==> src/rtl/num_2_ascii_encoder_pkg.sv <==
// ============================================================================
// Package     : num_ascii_pkg
// Description : Shared constants and state encoding for the decimal ASCII encoder.
// Revision    : 1.0
// ============================================================================
`default_nettype none

package num_ascii_pkg;

    localparam int          BIN_W       = 16;
    localparam int          DIG_N       = 5;
    localparam int          BCD_W       = 4 * DIG_N;
    localparam logic [7:0]  ASCII_ZERO  = 8'h30;
    localparam logic [7:0]  ASCII_MINUS = 8'h2D;

    typedef enum logic [2:0] {
        IDLE   = 3'd0,
        CONV   = 3'd1,
        SIGN   = 3'd2,
        DIGITS = 3'd3,
        DONE   = 3'd4
    } state_t;

endpackage

`default_nettype wire

==> src/rtl/num_2_ascii_encoder_if.sv <==
// ============================================================================
// Interface   : num_2_ascii_encoder_if
// Description : Request and byte-stream signals of the decimal ASCII encoder.
// Revision    : 1.0
// ============================================================================
`default_nettype none

interface num_2_ascii_encoder_if #(
    parameter int BIN_W = 16
);
    logic             Start;
    logic             Signed_In;
    logic [BIN_W-1:0] Bin_In;
    logic             Busy;
    logic [7:0]       ASCII_Out;
    logic             ASCII_Valid;
    logic             ASCII_Ready;
    logic             Done;

    modport master (
        input  Start, Signed_In, Bin_In, ASCII_Ready,
        output Busy, ASCII_Out, ASCII_Valid, Done
    );

    modport slave (
        output Start, Signed_In, Bin_In, ASCII_Ready,
        input  Busy, ASCII_Out, ASCII_Valid, Done
    );
endinterface

`default_nettype wire

==> src/rtl/num_2_ascii_encoder_bcd_add3.sv <==
// ============================================================================
// Module      : bcd_add3
// Description : Double-dabble nibble corrector (adds 3 when the digit is >= 5).
// Revision    : 1.0
// ============================================================================
`default_nettype none

module bcd_add3 (
    input  wire logic [3:0] i_nib,
    output logic      [3:0] o_nib
);
    assign o_nib = (i_nib >= 4'd5) ? (i_nib + 4'd3) : i_nib;
endmodule

`default_nettype wire

==> src/rtl/num_2_ascii_encoder.sv <==
// ============================================================================
// Module      : num_2_ascii_encoder
// Description : 16-bit binary to decimal ASCII byte stream, double-dabble + emitter.
//               NUM2ASCII_LZS_EN enables leading-zero suppression.
// Revision    : 1.0
// ============================================================================
`default_nettype none

module num_2_ascii_encoder
    import num_ascii_pkg::*;
#(
    parameter int BIN_W = 16,
    parameter int DIG_N = 5
) (
    input wire logic              Encoder_Clk,
    input wire logic              Encoder_Clr,
    num_2_ascii_encoder_if.master bus
);
    localparam int L_BCD_W = 4 * DIG_N;

    state_t               r_state, w_state_nxt;
    logic [BIN_W-1:0]     r_mag, w_mag_nxt, w_mag_conv;
    logic [L_BCD_W-1:0]   r_bcd, w_bcd_nxt, w_bcd_adj, w_bcd_conv;
    logic                 r_neg, w_neg_nxt;
    logic [4:0]           r_step, w_step_nxt;
    logic [2:0]           r_idx, w_idx_nxt, w_lead;
    logic [7:0]           r_ascii, w_ascii_nxt;
    logic                 r_valid, w_valid_nxt;
    logic                 r_busy, w_busy_nxt;
    logic                 r_done, w_done_nxt;
    logic                 w_acc;
    logic                 w_neg_in;

    generate
        for (genvar gi = 0; gi < DIG_N; gi++) begin : g_add3
            bcd_add3 u_add3 (
                .i_nib (r_bcd[4*gi +: 4]),
                .o_nib (w_bcd_adj[4*gi +: 4])
            );
        end
    endgenerate

    assign {w_bcd_conv, w_mag_conv} = {w_bcd_adj, r_mag} << 1;

`ifdef NUM2ASCII_LZS_EN
    // Highest nonzero digit of the finished conversion; 0 when the value is 0.
    always_comb begin
        w_lead = 3'd0;
        for (int i = 0; i < DIG_N; i++) begin
            if (w_bcd_conv[4*i +: 4] != 4'd0) w_lead = 3'(i);
        end
    end
`else
    assign w_lead = 3'(DIG_N - 1);
`endif

    function automatic logic [7:0] f_digit(input logic [L_BCD_W-1:0] b, input logic [2:0] idx);
        logic [L_BCD_W-1:0] t;
        t = b >> {idx, 2'b00};
        return ASCII_ZERO + {4'h0, t[3:0]};
    endfunction

    assign w_acc    = r_valid & bus.ASCII_Ready;
    assign w_neg_in = bus.Signed_In & bus.Bin_In[BIN_W-1];

    always_comb begin
        w_state_nxt = r_state;
        w_mag_nxt   = r_mag;
        w_bcd_nxt   = r_bcd;
        w_neg_nxt   = r_neg;
        w_step_nxt  = r_step;
        w_idx_nxt   = r_idx;
        w_ascii_nxt = r_ascii;
        w_valid_nxt = r_valid;
        w_busy_nxt  = r_busy;
        w_done_nxt  = 1'b0;
        case (r_state)
            IDLE: begin
                if (bus.Start) begin
                    w_neg_nxt   = w_neg_in;
                    w_mag_nxt   = w_neg_in ? (~bus.Bin_In + BIN_W'(1)) : bus.Bin_In;
                    w_bcd_nxt   = '0;
                    w_step_nxt  = 5'd0;
                    w_busy_nxt  = 1'b1;
                    w_state_nxt = CONV;
                end
            end
            CONV: begin
                w_bcd_nxt  = w_bcd_conv;
                w_mag_nxt  = w_mag_conv;
                w_step_nxt = r_step + 5'd1;
                if (r_step == 5'(BIN_W - 1)) begin
                    w_idx_nxt   = w_lead;
                    w_valid_nxt = 1'b1;
                    if (r_neg) begin
                        w_state_nxt = SIGN;
                        w_ascii_nxt = ASCII_MINUS;
                    end else begin
                        w_state_nxt = DIGITS;
                        w_ascii_nxt = f_digit(w_bcd_conv, w_lead);
                    end
                end
            end
            SIGN: begin
                if (w_acc) begin
                    w_state_nxt = DIGITS;
                    w_ascii_nxt = f_digit(r_bcd, r_idx);
                end
            end
            DIGITS: begin
                if (w_acc) begin
                    if (r_idx == 3'd0) begin
                        w_state_nxt = DONE;
                        w_valid_nxt = 1'b0;
                        w_busy_nxt  = 1'b0;
                        w_done_nxt  = 1'b1;
                    end else begin
                        w_idx_nxt   = r_idx - 3'd1;
                        w_ascii_nxt = f_digit(r_bcd, r_idx - 3'd1);
                    end
                end
            end
            DONE:    w_state_nxt = IDLE;
            default: w_state_nxt = IDLE;
        endcase
    end

    always_ff @(posedge Encoder_Clk) begin
        if (Encoder_Clr) begin
            r_state <= IDLE;
            r_mag   <= '0;
            r_bcd   <= '0;
            r_neg   <= 1'b0;
            r_step  <= 5'd0;
            r_idx   <= 3'd0;
            r_ascii <= 8'h00;
            r_valid <= 1'b0;
            r_busy  <= 1'b0;
            r_done  <= 1'b0;
        end else begin
            r_state <= w_state_nxt;
            r_mag   <= w_mag_nxt;
            r_bcd   <= w_bcd_nxt;
            r_neg   <= w_neg_nxt;
            r_step  <= w_step_nxt;
            r_idx   <= w_idx_nxt;
            r_ascii <= w_ascii_nxt;
            r_valid <= w_valid_nxt;
            r_busy  <= w_busy_nxt;
            r_done  <= w_done_nxt;
        end
    end

    assign bus.Busy        = r_busy;
    assign bus.ASCII_Out   = r_ascii;
    assign bus.ASCII_Valid = r_valid;
    assign bus.Done        = r_done;

endmodule

`default_nettype wire
==> src/flat_wrapper.sv <==
// flat-port wrapper written by rule: the top's interface ports become plain ports
module num_2_ascii_encoder_flat import num_ascii_pkg::*;
#(
    parameter int BIN_W = 16,
    parameter int DIG_N = 5
)
  (Encoder_Clk, Encoder_Clr, bus_Start, bus_Signed_In, bus_Bin_In, bus_ASCII_Ready, bus_Busy, bus_ASCII_Out, bus_ASCII_Valid, bus_Done);
  num_2_ascii_encoder_if #(.BIN_W(BIN_W)) bus_i ();
  input wire logic Encoder_Clk;
  input wire logic Encoder_Clr;
  input wire logic [$bits(bus_i.Start)-1:0] bus_Start;
  input wire logic [$bits(bus_i.Signed_In)-1:0] bus_Signed_In;
  input wire logic [$bits(bus_i.Bin_In)-1:0] bus_Bin_In;
  input wire logic [$bits(bus_i.ASCII_Ready)-1:0] bus_ASCII_Ready;
  output wire logic [$bits(bus_i.Busy)-1:0] bus_Busy;
  output wire logic [$bits(bus_i.ASCII_Out)-1:0] bus_ASCII_Out;
  output wire logic [$bits(bus_i.ASCII_Valid)-1:0] bus_ASCII_Valid;
  output wire logic [$bits(bus_i.Done)-1:0] bus_Done;
  assign bus_i.Start = bus_Start;
  assign bus_i.Signed_In = bus_Signed_In;
  assign bus_i.Bin_In = bus_Bin_In;
  assign bus_i.ASCII_Ready = bus_ASCII_Ready;
  assign bus_Busy = bus_i.Busy;
  assign bus_ASCII_Out = bus_i.ASCII_Out;
  assign bus_ASCII_Valid = bus_i.ASCII_Valid;
  assign bus_Done = bus_i.Done;
  num_2_ascii_encoder #(.BIN_W(BIN_W), .DIG_N(DIG_N)) u_core (.Encoder_Clk(Encoder_Clk), .Encoder_Clr(Encoder_Clr), .bus(bus_i));
endmodule
==> config.mk <==
export PLATFORM = sky130hd
export DESIGN_NAME = num_2_ascii_encoder_flat
export DESIGN_NICKNAME = d
export VERILOG_FILES = /design/src/rtl/num_2_ascii_encoder_pkg.sv /design/src/rtl/num_2_ascii_encoder_if.sv /design/src/rtl/num_2_ascii_encoder_bcd_add3.sv /design/src/rtl/num_2_ascii_encoder.sv /design/src/flat_wrapper.sv
export SDC_FILE = /design/constraint.sdc
export NUM_CORES = 1
export LEC_CHECK = 0
export BUFFER_PORTS_ARGS = -buffer_cell sky130_fd_sc_hd__buf_2
export CAP_MARGIN = 20
export CORE_MARGIN = 3
export CORE_UTILIZATION = 60
export CTS_CLUSTER_SIZE = 8
export DETAILED_ROUTE_END_ITERATION = 7
export PLACE_DENSITY = 0.81
export SETUP_SLACK_MARGIN = 0.4
export SYNTH_ARGS = -nofsm -noshare
export SYNTH_HDL_FRONTEND = slang
export SYNTH_SLANG_ARGS = --single-unit
==> constraint.sdc <==
create_clock -name Encoder_Clk -period 6.43 [get_ports Encoder_Clk]
set_input_delay 1.286 -clock Encoder_Clk [delete_from_list [all_inputs] [get_ports Encoder_Clk]]
set_output_delay 1.286 -clock Encoder_Clk [all_outputs]
set_load 0.02 [all_outputs]
==> impl_results.rst <==
.. list-table::
   :header-rows: 1

   * - Metric
     - Value
   * - Multi-input gate area in the final layout
     - 1970 um^2
   * - Die Y
     - 80.0 um
   * - Most instantiated flip-flop cell in the synthesis netlist
     - dfxtp_1
   * - Final count of hold timing violations
     - 0
   * - Fillers
     - 428
   * - Tightest Pin Transition
     - 1.01 ns
   * - Part of the Yosys area used for sequential elements
     - 0.348
   * - Clock latency at the later pin of the worst-skew pair
     - 0.34 ns
   * - Status
     - complete, no violations
   * - Family with the most delay on the worst path
     - simple AND/OR/NAND/NOR gates
   * - Sum of negative setup slack
     - 0 ns
   * - Gate count of the mapped netlist
     - 404
   * - CP Capture Type
     - flop
   * - Switching power of the nets
     - 0.000192 W
   * - Critical path origin
     - bus_Start
   * - Root Driver
     - clkbuf_8
   * - R2r startpoint
     - u_core.r_state[2]
   * - Flop pwr share
     - 0.494
   * - Final setup violation count
     - 0
   * - Min Tclk post-route
     - 2.96 ns
   * - Number of enable-type register cells in the synthesized netlist
     - 0
   * - Post-Syn Area
     - 3280 um^2
   * - P_leak
     - 1.44 nW
   * - Worst Path Class, Setup
     - input port to flop
   * - Fraction of layout instances using a drive strength above 1
     - 0.141
   * - Yosys synthesis warning count
     - 0
   * - Total of hold buffers inserted after clock tree synthesis
     - 0
   * - Number of buffers between clock root and the deepest sink
     - 2
   * - Clock share of power
     - 0.409
   * - Register area
     - 1140 um^2
   * - CP Launch Type
     - input port
   * - CP required
     - 6.69 ns
   * - Post-route clock period utilization
     - 0.461
   * - Fraction of power consumed by combinational cells
     - 0.096
   * - Remaining max-slew budget at the tightest pin
     - 0.324
   * - Asr flop ratio synth
     - 0
   * - Maximum frequency from static timing analysis
     - 337 MHz
   * - HP Start
     - u_core.r_mag[2]
   * - Peak supply drop
     - 0.0998 mV
   * - Global-route wire length before repair
     - 12,700 um
   * - Routability-driven placement congestion ratio
     - 0.887
   * - Starting density of the core
     - 0.631
   * - Most Frequent Cell on Critical Path
     - buf_4
   * - Post-detailed-route count of antenna-violating nets
     - 0
   * - Starting DRT DRC Count
     - 235
   * - Clock tree from TritonCTS
     - done
   * - Type of the worst min-delay path
     - flop to flop
   * - Antenna violations before repair
     - 0
   * - Vias in the first global route
     - 2,823
   * - Core region area
     - 5200 um^2
   * - Worst path max stage delay
     - 0.75 ns
   * - Number of buffers created by CTS
     - 9
   * - Clock Skews
     - 0.00645 ns
   * - Ports
     - 32
   * - Maximum level of the CTS H-tree
     - 3
   * - DRC
     - 0
   * - Largest net degree at the start of global routing
     - 59
   * - Overall Global Routing Usage
     - 0.249
   * - Die area
     - 6400 um^2
   * - Net count reported at finish
     - 460
   * - Max-cap violations
     - 0
   * - Worst hold slack across all endpoints
     - 0.460 ns
   * - Worst path bufs/invs
     - 3
   * - Cell type of the slowest stage on the worst timing path
     - nor2_1
   * - Floorplan row count
     - 26
   * - Setup repair after global routing missed its margin
     - no
   * - CP arrival
     - 3.22 ns
   * - Power Internal
     - 0.000556 W
   * - Via Count
     - 2,991
   * - Clock slew at reported path FFs
     - 0.06 ns
   * - TritonCTS sink count
     - 57
   * - Maximum fanout along the worst path
     - 15
   * - Port-buffer cells
     - 29
   * - Mean Syn Cell Area
     - 8.13 um^2
   * - Pre-Repair DR Iteration Count
     - 4
   * - Total global routing overflow
     - 0
   * - Vias per cell
     - 6.02
   * - DIE WIDTH
     - 80.0 um
   * - Synth-to-Final Area Change
     - 10.1%
   * - Unique cell type count in the Yosys netlist
     - 55
   * - Quantity of gates resized following cts
     - 0
   * - Final HPWL from detailed placement
     - 5100 um
   * - Worst path cell trace
     - buf_2, nor2b_1, nor3b_1, buf_4, nor2_1, buf_4, a22oi_1, a21oi_1
   * - Inserted Diodes
     - 0
   * - Total power divided by cell area
     - 207 nW/um^2
   * - Final WL
     - 7330 um
   * - Slew Viols, Final
     - 0
   * - Sw frac
     - 0.256
   * - Post-CTS Setup Inserts
     - 0
   * - Per-cell routed wire length
     - 14.8 um
   * - #FFs+latches synth
     - 57
cells by family after synthesis:
family | synth area share
fa+ha+maj | 0.0610
flops | 0.348
compound gates | 0.220
xor+xnor | 0.0587
mux | 0.0484
other cells | 0.00114
simple gates | 0.209
buf+inv | 0.0545
cells in the final DEF (no fill, tap or decap), types with 3 or more instances in the layout:
cell      Yosys  layout
dfxtp_1      57      57
a21oi_1      41      41
nor2_1       40      40
buf_2         5      29
nand2_1      27      27
o21ai_0      19      19
a22oi_1      19      19
inv_1        18      18
ha_1         16      16
nand3_1      14      14
xnor2_1      13      13
nor3_1       12      12
clkbuf_8      0      12
mux2i_1      11      11
xor2_1        9       9
and3_1        8       8
nand2b_1      8       8
nor2b_1       6       5
a31oi_1       5       5
a221oi_1      4       4
o22ai_1       4       4
nor3b_1       3       3
and2_1        3       3
o41ai_1       3       3
clkinv_2      0       3
buf_4         3       3
flip-flops by register name, summed over array words and instances (netlist names):
| name | cells |
|---|---|
| u_core.r_bcd | 20 |
| u_core.r_step | 5 |
| u_core.bus.Done | 1 |
| u_core.r_mag | 16 |
| u_core.r_idx | 3 |
| u_core.bus.ASCII_Valid | 1 |
| u_core.bus.Busy | 1 |
| u_core.bus.ASCII_Out | 6 |
| u_core.r_neg | 1 |
| u_core.r_state | 3 |
through the flow:
| stage | worst slack, ns | util | total power (W) | std cells | area, um^2 |
|---|---|---|---|---|---|
| 2_1_floorplan | 3.54 | - | 0.000428 | 405 | 3290 |
| 3_3_place_gp | 3.18 | 0.660 | 0.000447 | 482 | 3430 |
| 3_5_place_dp | 3.13 | 0.660 | 0.000449 | 482 | 3430 |
| 4_1_cts | 3.48 | 0.694 | 0.000751 | 497 | 3610 |
| 5_1_grt | 3.28 | 0.694 | 0.000779 | 497 | 3610 |
| 6_report | 3.47 | 0.694 | 0.000748 | 497 | 3610 |
path summary, 6_finish.rpt:
path	cells past startpoint	slack (ns)	to
hold / removal	2	0.46	u_core.r_mag[2]
hold reg to reg	2	0.46	u_core.r_mag[2]
setup reg to reg	7	3.73	u_core.r_mag[6]
setup / recovery	8	3.47	u_core.r_mag[6]
layer usage:
layer	track usage	routed length, um	vias up
li1	-	-	1479
met1	0.308	3330	1416
met2	0.417	3490	82
met3	0.0542	367	14
met4	0.101	138	0
met5	0	0	-
synth_stat cells, drive strengths merged (11+ instances only):
cell type   n  area, um^2
a21oi      41         205
nand2      27         101
o21ai      19        95.1
nand3      14        70.1
dfxtp      57        1140
mux2i      11         110
nor3       12        60.1
ha         16         200
inv        18        67.6
nor2       40         150
xnor2      13         114
a22oi      19         143
clkbuf     16        60.1
cell type report:
class	instances	share of cell area
inverters	18	0.0187
clock inverters	3	0.00416
repair buffers	32	0.0464
clock buffers	12	0.0457
multi-input cells	305	0.545
well taps	70	0.0242
flip-flops and latches	57	0.316
worst reg2reg max path: cells and delay by family, from the launching register on:
kind,cells,cell delay [ns]
buffers and inverters,2,0.61
AND/OR/NAND/NOR,3,1.29
flip-flops,1,0.49
AO/OA/AOI/OAI,2,0.24
power by group through the flow:
stage | Sequential, W | Combinational, W | Clock (W)
after floorplan | 0.000375 | 0.0000524 | 0
after global placement | 0.000377 | 0.0000702 | 0
after detailed placement | 0.000377 | 0.0000722 | 0
after CTS | 0.000369 | 0.0000722 | 0.000310
after global routing | 0.000370 | 0.0000807 | 0.000328
final | 0.000370 | 0.0000720 | 0.000306
Power figures use the tool's default switching activity.
